<file path="config.mk">
export PLATFORM = sky130hd
export DESIGN_NAME = cmd_deframer
export DESIGN_NICKNAME = d
export VERILOG_FILES = /design/src/rtl/hsi_pkg.sv /design/src/rtl/cmd_payload_buf.sv /design/src/rtl/cmd_deframer.sv
export SDC_FILE = /design/constraint.sdc
export NUM_CORES = 1
export LEC_CHECK = 0
export CAP_MARGIN = 10
export CORE_MARGIN = 2
export CORE_UTILIZATION = 30
export CTS_BUF_LIST = sky130_fd_sc_hd__clkbuf_4 sky130_fd_sc_hd__clkbuf_8
export DETAILED_ROUTE_END_ITERATION = 10
export GPL_TIMING_DRIVEN = 0
export PLACE_DENSITY = 0.56
export SLEW_MARGIN = 20
export SYNTH_ARGS = -nofsm -noshare
export SYNTH_HDL_FRONTEND = slang
export SYNTH_SLANG_ARGS = --single-unit
</file>
<file path="constraint.sdc">
create_clock -name clk -period 2.83 [get_ports clk]
set_clock_uncertainty 0.2 [all_clocks]
set_input_delay 0.283 -clock clk [delete_from_list [all_inputs] [get_ports clk]]
set_output_delay 0.283 -clock clk [all_outputs]
set_load 0.01 [all_outputs]
</file>
<file path="src/rtl/hsi_pkg.sv">
// Shared definitions for the host command interface: sync byte, frame
// state encoding and default frame sizing.
package hsi_pkg;

  localparam logic [7:0] SYNC_BYTE   = 8'hA5;
  localparam int         LEN_MAX_DEF = 16;
  localparam int         CMD_WR_BIT  = 7;

  typedef enum logic [2:0] {
    ST_HUNT,
    ST_CMD,
    ST_LEN,
    ST_DATA,
    ST_CSUM,
    ST_EMIT
  } state_e;

endpackage

</file>
<file path="src/rtl/cmd_payload_buf.sv">
// Payload staging RAM: synchronous write, registered read with read enable
// so the output holds the presented word while a write is back-pressured.
module cmd_payload_buf #(
  parameter int LEN_MAX = 16,
  parameter int AW      = 4
) (
  input  logic          clk,
  input  logic          n_rst,
  input  logic          we_i,
  input  logic [AW-1:0] waddr_i,
  input  logic [7:0]    wdata_i,
  input  logic          re_i,
  input  logic [AW-1:0] raddr_i,
  output logic [7:0]    rdata_o
);

  logic [7:0] mem_q [LEN_MAX];
  logic [7:0] rdata_q;

  always_ff @(posedge clk) begin
    if (we_i) mem_q[waddr_i] <= wdata_i;
  end

  always_ff @(posedge clk or negedge n_rst) begin
    if (!n_rst)    rdata_q <= 8'h00;
    else if (re_i) rdata_q <= mem_q[raddr_i];
  end

  assign rdata_o = rdata_q;

endmodule

</file>
<file path="src/rtl/cmd_deframer.sv">
// Hunts for a sync byte, parses cmd/len/payload/csum frames from the FTDI
// byte handshake and, once the checksum verifies, issues writes or a read.
module cmd_deframer
  import hsi_pkg::*;
#(
  parameter int LEN_MAX        = LEN_MAX_DEF,
  parameter int TIMEOUT_CYCLES = 50000
) (
  input  logic       clk,
  input  logic       n_rst,
  input  logic [7:0] q,
  input  logic       byte_hold,
  output logic       cd_busy,
  output logic       rd_en,
  output logic       wr_valid,
  input  logic       wr_ready,
  output logic [6:0] wr_addr,
  output logic [7:0] wr_data,
  output logic       rd_req,
  output logic [6:0] rd_addr,
  output logic [4:0] rd_len,
  output logic       pkt_ok,
  output logic       pkt_err
);

  localparam int             AW        = (LEN_MAX > 1) ? $clog2(LEN_MAX) : 1;
  localparam int             TW        = $clog2(TIMEOUT_CYCLES + 1);
  localparam logic [TW-1:0]  TMO_LIMIT = TW'(TIMEOUT_CYCLES);
  localparam logic [7:0]     LEN_LIMIT = 8'(LEN_MAX);

  state_e        state_q, state_d;
  logic          cd_busy_q, cd_busy_d;
  logic [7:0]    cmd_q, cmd_d;
  logic [7:0]    csum_q, csum_d;
  logic [4:0]    len_q, len_d;
  logic [4:0]    idx_q, idx_d;
  logic [TW-1:0] tmo_q, tmo_d;
  logic          wr_valid_q, wr_valid_d;
  logic [6:0]    wr_addr_q, wr_addr_d;
  logic          rd_req_q, rd_req_d;
  logic [6:0]    rd_addr_q, rd_addr_d;
  logic [4:0]    rd_len_q, rd_len_d;
  logic          pkt_ok_q, pkt_ok_d;
  logic          pkt_err_q, pkt_err_d;

  logic          capture, in_frame, timeout, len_bad, csum_match, last_idx, wr_fire;
  logic [4:0]    idx_nxt;
  logic          buf_we, buf_re;
  logic [AW-1:0] buf_raddr;

  // A byte is taken once per byte_hold assertion; EMIT leaves it pending.
  assign capture    = byte_hold && !cd_busy_q && (state_q != ST_EMIT);
  assign in_frame   = (state_q == ST_CMD) || (state_q == ST_LEN) ||
                      (state_q == ST_DATA) || (state_q == ST_CSUM);
  assign timeout    = in_frame && !capture && (tmo_q == TMO_LIMIT);
  assign len_bad    = (q == 8'h00) || (q > LEN_LIMIT);
  assign csum_match = (q == csum_q);
  assign idx_nxt    = idx_q + 5'd1;
  assign last_idx   = (idx_q == (len_q - 5'd1));
  assign wr_fire    = wr_valid_q && wr_ready;

  always_ff @(posedge clk or negedge n_rst) begin
    if (!n_rst) begin
      state_q    <= ST_HUNT;
      cd_busy_q  <= 1'b0;
      len_q      <= 5'd0;
      idx_q      <= 5'd0;
      tmo_q      <= '0;
      wr_valid_q <= 1'b0;
      wr_addr_q  <= 7'd0;
      rd_req_q   <= 1'b0;
      rd_addr_q  <= 7'd0;
      rd_len_q   <= 5'd0;
      pkt_ok_q   <= 1'b0;
      pkt_err_q  <= 1'b0;
    end else begin
      state_q    <= state_d;
      cd_busy_q  <= cd_busy_d;
      len_q      <= len_d;
      idx_q      <= idx_d;
      tmo_q      <= tmo_d;
      wr_valid_q <= wr_valid_d;
      wr_addr_q  <= wr_addr_d;
      rd_req_q   <= rd_req_d;
      rd_addr_q  <= rd_addr_d;
      rd_len_q   <= rd_len_d;
      pkt_ok_q   <= pkt_ok_d;
      pkt_err_q  <= pkt_err_d;
    end
  end

  always_ff @(posedge clk) begin
    cmd_q  <= cmd_d;
    csum_q <= csum_d;
  end

  always_comb begin
    state_d = state_q;
    if (timeout) begin
      state_d = ST_HUNT;
    end else begin
      case (state_q)
        ST_HUNT: if (capture && (q == SYNC_BYTE)) state_d = ST_CMD;
        ST_CMD:  if (capture) state_d = ST_LEN;
        ST_LEN:
          if (capture) begin
            if (len_bad)                 state_d = ST_HUNT;
            else if (cmd_q[CMD_WR_BIT])  state_d = ST_DATA;
            else                         state_d = ST_CSUM;
          end
        ST_DATA: if (capture && last_idx) state_d = ST_CSUM;
        ST_CSUM:
          if (capture) state_d = (csum_match && cmd_q[CMD_WR_BIT]) ? ST_EMIT : ST_HUNT;
        ST_EMIT: if (wr_fire && last_idx) state_d = ST_HUNT;
        default: state_d = ST_HUNT;
      endcase
    end
  end

  always_comb begin
    rd_en      = (state_q != ST_EMIT);
    cd_busy_d  = capture || (cd_busy_q && byte_hold);
    tmo_d      = (in_frame && !capture && !timeout) ? tmo_q + TW'(1) : '0;
    cmd_d      = cmd_q;
    csum_d     = csum_q;
    len_d      = len_q;
    idx_d      = idx_q;
    wr_valid_d = wr_valid_q;
    wr_addr_d  = wr_addr_q;
    rd_req_d   = 1'b0;
    rd_addr_d  = rd_addr_q;
    rd_len_d   = rd_len_q;
    pkt_ok_d   = 1'b0;
    pkt_err_d  = timeout;
    buf_we     = 1'b0;
    buf_re     = 1'b0;
    buf_raddr  = idx_q[AW-1:0];
    case (state_q)
      ST_CMD:
        if (capture) begin
          cmd_d  = q;
          csum_d = q;
        end
      ST_LEN:
        if (capture) begin
          len_d     = q[4:0];
          csum_d    = csum_q ^ q;
          idx_d     = 5'd0;
          pkt_err_d = len_bad;
        end
      ST_DATA:
        if (capture) begin
          buf_we = 1'b1;
          csum_d = csum_q ^ q;
          idx_d  = idx_nxt;
        end
      ST_CSUM:
        if (capture) begin
          if (!csum_match) begin
            pkt_err_d = 1'b1;
          end else if (cmd_q[CMD_WR_BIT]) begin
            // Fetch buf[0] now so the first write is valid on the next cycle.
            idx_d      = 5'd0;
            buf_re     = 1'b1;
            buf_raddr  = '0;
            wr_valid_d = 1'b1;
            wr_addr_d  = cmd_q[6:0];
          end else begin
            rd_req_d  = 1'b1;
            rd_addr_d = cmd_q[6:0];
            rd_len_d  = len_q;
            pkt_ok_d  = 1'b1;
          end
        end
      ST_EMIT:
        if (wr_fire) begin
          if (last_idx) begin
            wr_valid_d = 1'b0;
            pkt_ok_d   = 1'b1;
          end else begin
            // Prefetch the next word on acceptance; address wraps naturally in 7 bits.
            idx_d     = idx_nxt;
            wr_addr_d = wr_addr_q + 7'd1;
            buf_re    = 1'b1;
            buf_raddr = idx_nxt[AW-1:0];
          end
        end
      default: ;
    endcase
  end

  cmd_payload_buf #(
    .LEN_MAX (LEN_MAX),
    .AW      (AW)
  ) u_buf (
    .clk     (clk),
    .n_rst   (n_rst),
    .we_i    (buf_we),
    .waddr_i (idx_q[AW-1:0]),
    .wdata_i (q),
    .re_i    (buf_re),
    .raddr_i (buf_raddr),
    .rdata_o (wr_data)
  );

  assign cd_busy  = cd_busy_q;
  assign wr_valid = wr_valid_q;
  assign wr_addr  = wr_addr_q;
  assign rd_req   = rd_req_q;
  assign rd_addr  = rd_addr_q;
  assign rd_len   = rd_len_q;
  assign pkt_ok   = pkt_ok_q;
  assign pkt_err  = pkt_err_q;

endmodule

</file>
==> metrics.cfg <==
[logic_synthesis]
synth_ff_type = edfxtp_1
yosysTopAreaCellShare_pct = 46.8
synthTopCellsByArea = edfxtp_1 47%, dfrtp_1 17%, nand2_1 3.9%
syn-num-nets = 777
synth.most_common_cell = edfxtp_1
synth_cell_types = 67
syn_inst = 757
synth_edf_count = 144
syn_area_um2 = 9240
seq_area_frac_synth_pct = 63.3
synth_common_cells = 144 x edfxtp_1, 97 x nand2_1, 61 x dfrtp_1
synth_seq_cells = 205
yosysTopAreaCell = edfxtp_1
postSynth.asyncResetShare_pct = 29.8
yosys_warnings = 0
syn-mean-instance-area_um2 = 12.2

[floorplan]
dieArea_um2 = 32200
num_io_pins = 45
die_x_um = 179
start_util_pct = 30.4
row_count = 64
core-area_um2 = 30400
die_height_um = 179

[clocking]
cts_sinks = 205
clk_pin_slew_ns = 0.06
clock_tree.htree_level_count = 2
cts-root-buf = clkbuf_8
cts_tree = done
cts_buffer_depth = 3
clk_latency_ns = 0.53
cts_made_buffers = 36

[worst_setup_path]
cp-end-kind = register
critPathLaunchType = register
cpPeakStageDelay_ns = 0.41
critPathRequiredTime_ns = 3.02
path_class = register to register
cp_data_arrival_time_ns = 3.26
crit_chain = inv_2 -> ha_4 -> nor2b_1 -> o31a_1 -> a211o_1 -> a211o_4 -> nand2_8 -> buf_12 -> mux2_4 -> o221ai_4 -> o2111ai_2
worstPathMaxFanout = 6
critPathSlowestCell = a211o_4

[sta]
layout_min_cycle_time_ns = 3.07
finalCritPeriodShare_pct = 108
rsz0062_at_grt = true
fin_ws_ns = -0.235
fmax_mhz = 326
worstMarginPinSlew_ns = 0.785
slew_violations = 0
setup_viol = 8
hold_viol = 0
max-slew-margin-rel_pct = 47.7

[drt]
top_layer = met4
vias = 6648
met2_length_mm = 12.7
drt_first_pass_iters = 4
drc = 0
finalWirelength_mm = 25.2
wl_per_cell_um = 19.5
via_per_inst = 5.13
initialDrtViolationCount = 471
dr_wl_met3_mm = 1.15
ant_nets = 0
met1Wirelength_mm = 10.9

[global_routing]
grt_max_degree = 51
antenna_found_initial = 0
grt_pass1_vias = 6632
overflow = 0
track_usage_pct = 15.2
grt_pass1_wl_mm = 38.8

[power]
p_int_w = 0.00564
p_per_area_nw_per_um2 = 666
seqPwrFrac_pct = 42.9
peakVddDrop_v = 0.000253
p_leak_nw = 4.27
p_switching_w = 0.00246
power_frac_comb_pct = 23.0
clockPowerShare_pct = 34.1
p_sw_share_pct = 30.4

[final_layout]
drive_gt1_share_pct = 25.2
nFillCells = 2848
syn_to_final_growth_pct = 31.7
nets = 893
antenna_cells = 0
final_cell_area_um2 = 12200
layout.cells.non_filler = 1297

[min_path]
hp-class = input port to asynchronous set/reset pin

[placed_design]
dp_hpwl_mm = 16.2
io_buffers = 44
gp_congestion = 0.842
dpl.cell_count = 1198
post-place-ws_ns = -1.86
post_dp_cell_area_um2 = 10200

[run]
maxCapViolations = 0

[outcome]
status = finished with violations
violations = negative setup slack

[worst paths after layout]
kind	depth (start not counted)	endpoint	slack (ns)	from
max in group asynchronous	3	tmo_q[4]	1.44	n_rst
worst max register to register	11	u_buf.rdata_o[0]	-0.24	len_q[0]
worst min register to register	2	rd_addr[4]	0.27	cmd_q[4]
worst max-delay path	11	u_buf.rdata_o[0]	-0.24	len_q[0]
min in group clk	1	u_buf.mem_q[1][0]	0.08	q[0]
worst min-delay path	3	tmo_q[15]	0.08	n_rst
[placed cells by master, fill, tap and decap left out, drive strengths merged, types with 4 or more instances in the layout]
cell	n
ha	8
nor2	48
clkbuf	76
a2111oi	8
inv	25
a32o	6
o31a	10
and3	20
clkinvlp	4
xor2	10
nand4	7
o221ai	6
a211oi	17
o2111ai	7
a31oi	4
o21ai	37
mux2i	10
nand2	98
dfrtp	61
edfxtp	144
a21oi	22
clkinv	7
nor4	5
or3	5
clkdlybuf4s50	34
o211ai	8
xnor2	24
a211o	17
a21o	8
buf	51
nor3	21
nor2b	5
and2	10
mux2	9
nand3	26
clkdlybuf4s15	7
[power groups by stage]
stage,clock network (W),registers (W),logic (W)
floorplan,0,0.00350,0.000945
global placement,0,0.00353,0.00137
detailed placement,0,0.00353,0.00139
CTS,0.00282,0.00347,0.00178
global route,0.00295,0.00349,0.00201
finish,0.00276,0.00348,0.00187
[layout make-up]
cell class                      instances  area (µm²)  share of cell area [%]
Sequential cell                       205        5850                    48.1
Multi-Input combinational cell        489        3730                    30.7
Timing Repair Buffer                   82         917                    7.54
Clock buffer                           55         676                    5.55
Tap cell                              396         495                    4.07
Buffer                                 34         338                    2.78
Inverter                               25        98.8                   0.813
Clock inverter                         11        58.8                   0.483
[per-stage QoR]
step | utilization, % | setup TNS (ns) | hold WS [ns] | power, W
2_1_floorplan | - | 0 | -0.213 | 0.00444
3_3_place_gp | 33.5 | -131.16 | 0.264 | 0.00489
3_5_place_dp | 33.6 | -63.31 | -0.0552 | 0.00491
4_1_cts | 38.6 | -1.11 | 0.0735 | 0.00808
5_1_grt | 40.0 | -2.50 | 0.0728 | 0.00846
6_report | 40.0 | -1.20 | 0.0793 | 0.00810
[per-layer routing]
layer	GRT usage (%)	up-vias
li1	-	3080
met1	20.0	3331
met2	26.1	197
met3	2.25	40
met4	4.20	0
met5	0	-
[kinds of logic (layout without fill, tap and decap cells)]
kind of cell / Yosys count / after routing / synth area share (%)
compound gates: 166 / 166 / 13.2
simple gates: 262 / 262 / 13.9
flops: 205 / 205 / 63.3
fa+ha+maj: 8 / 8 / 1.08
buf+inv: 63 / 207 / 3.11
mux: 19 / 19 / 2.18
xor+xnor: 34 / 34 / 3.22
[registers in the layout, summed over array words and instances, names as in the netlist]
| name | cells |
|---|---|
| u_buf.mem_q | 128 |
| cmd_q | 8 |
| wr_addr | 7 |
| rd_addr | 7 |
| tmo_q | 16 |
| state_q | 3 |
| rd_len | 5 |
| cd_busy | 1 |
| pkt_err | 1 |
| idx_q | 5 |
| csum_q | 8 |
| rd_req | 1 |
| u_buf.rdata_o | 8 |
| len_q | 5 |
| wr_valid | 1 |
| pkt_ok | 1 |
[timing repair]
item                                    CTS  global route
gates cloned                              1             2
buffers inserted                         19            13
gates resized for setup                 151            46
hold buffers                              2             0
endpoints found under the hold margin    61             0
pin swaps                                23            25
endpoints found under the setup margin  162           156
[critical path, delay by kind of cell, from the launching register on]
family,cells,cell delay [ns]
compound gates,5,1.42
flops,1,0.37
mux,1,0.31
simple gates,2,0.24
buf+inv,2,0.20
fa+ha+maj,1,0.16
Note: power is estimated with default switching activity, not from simulation.
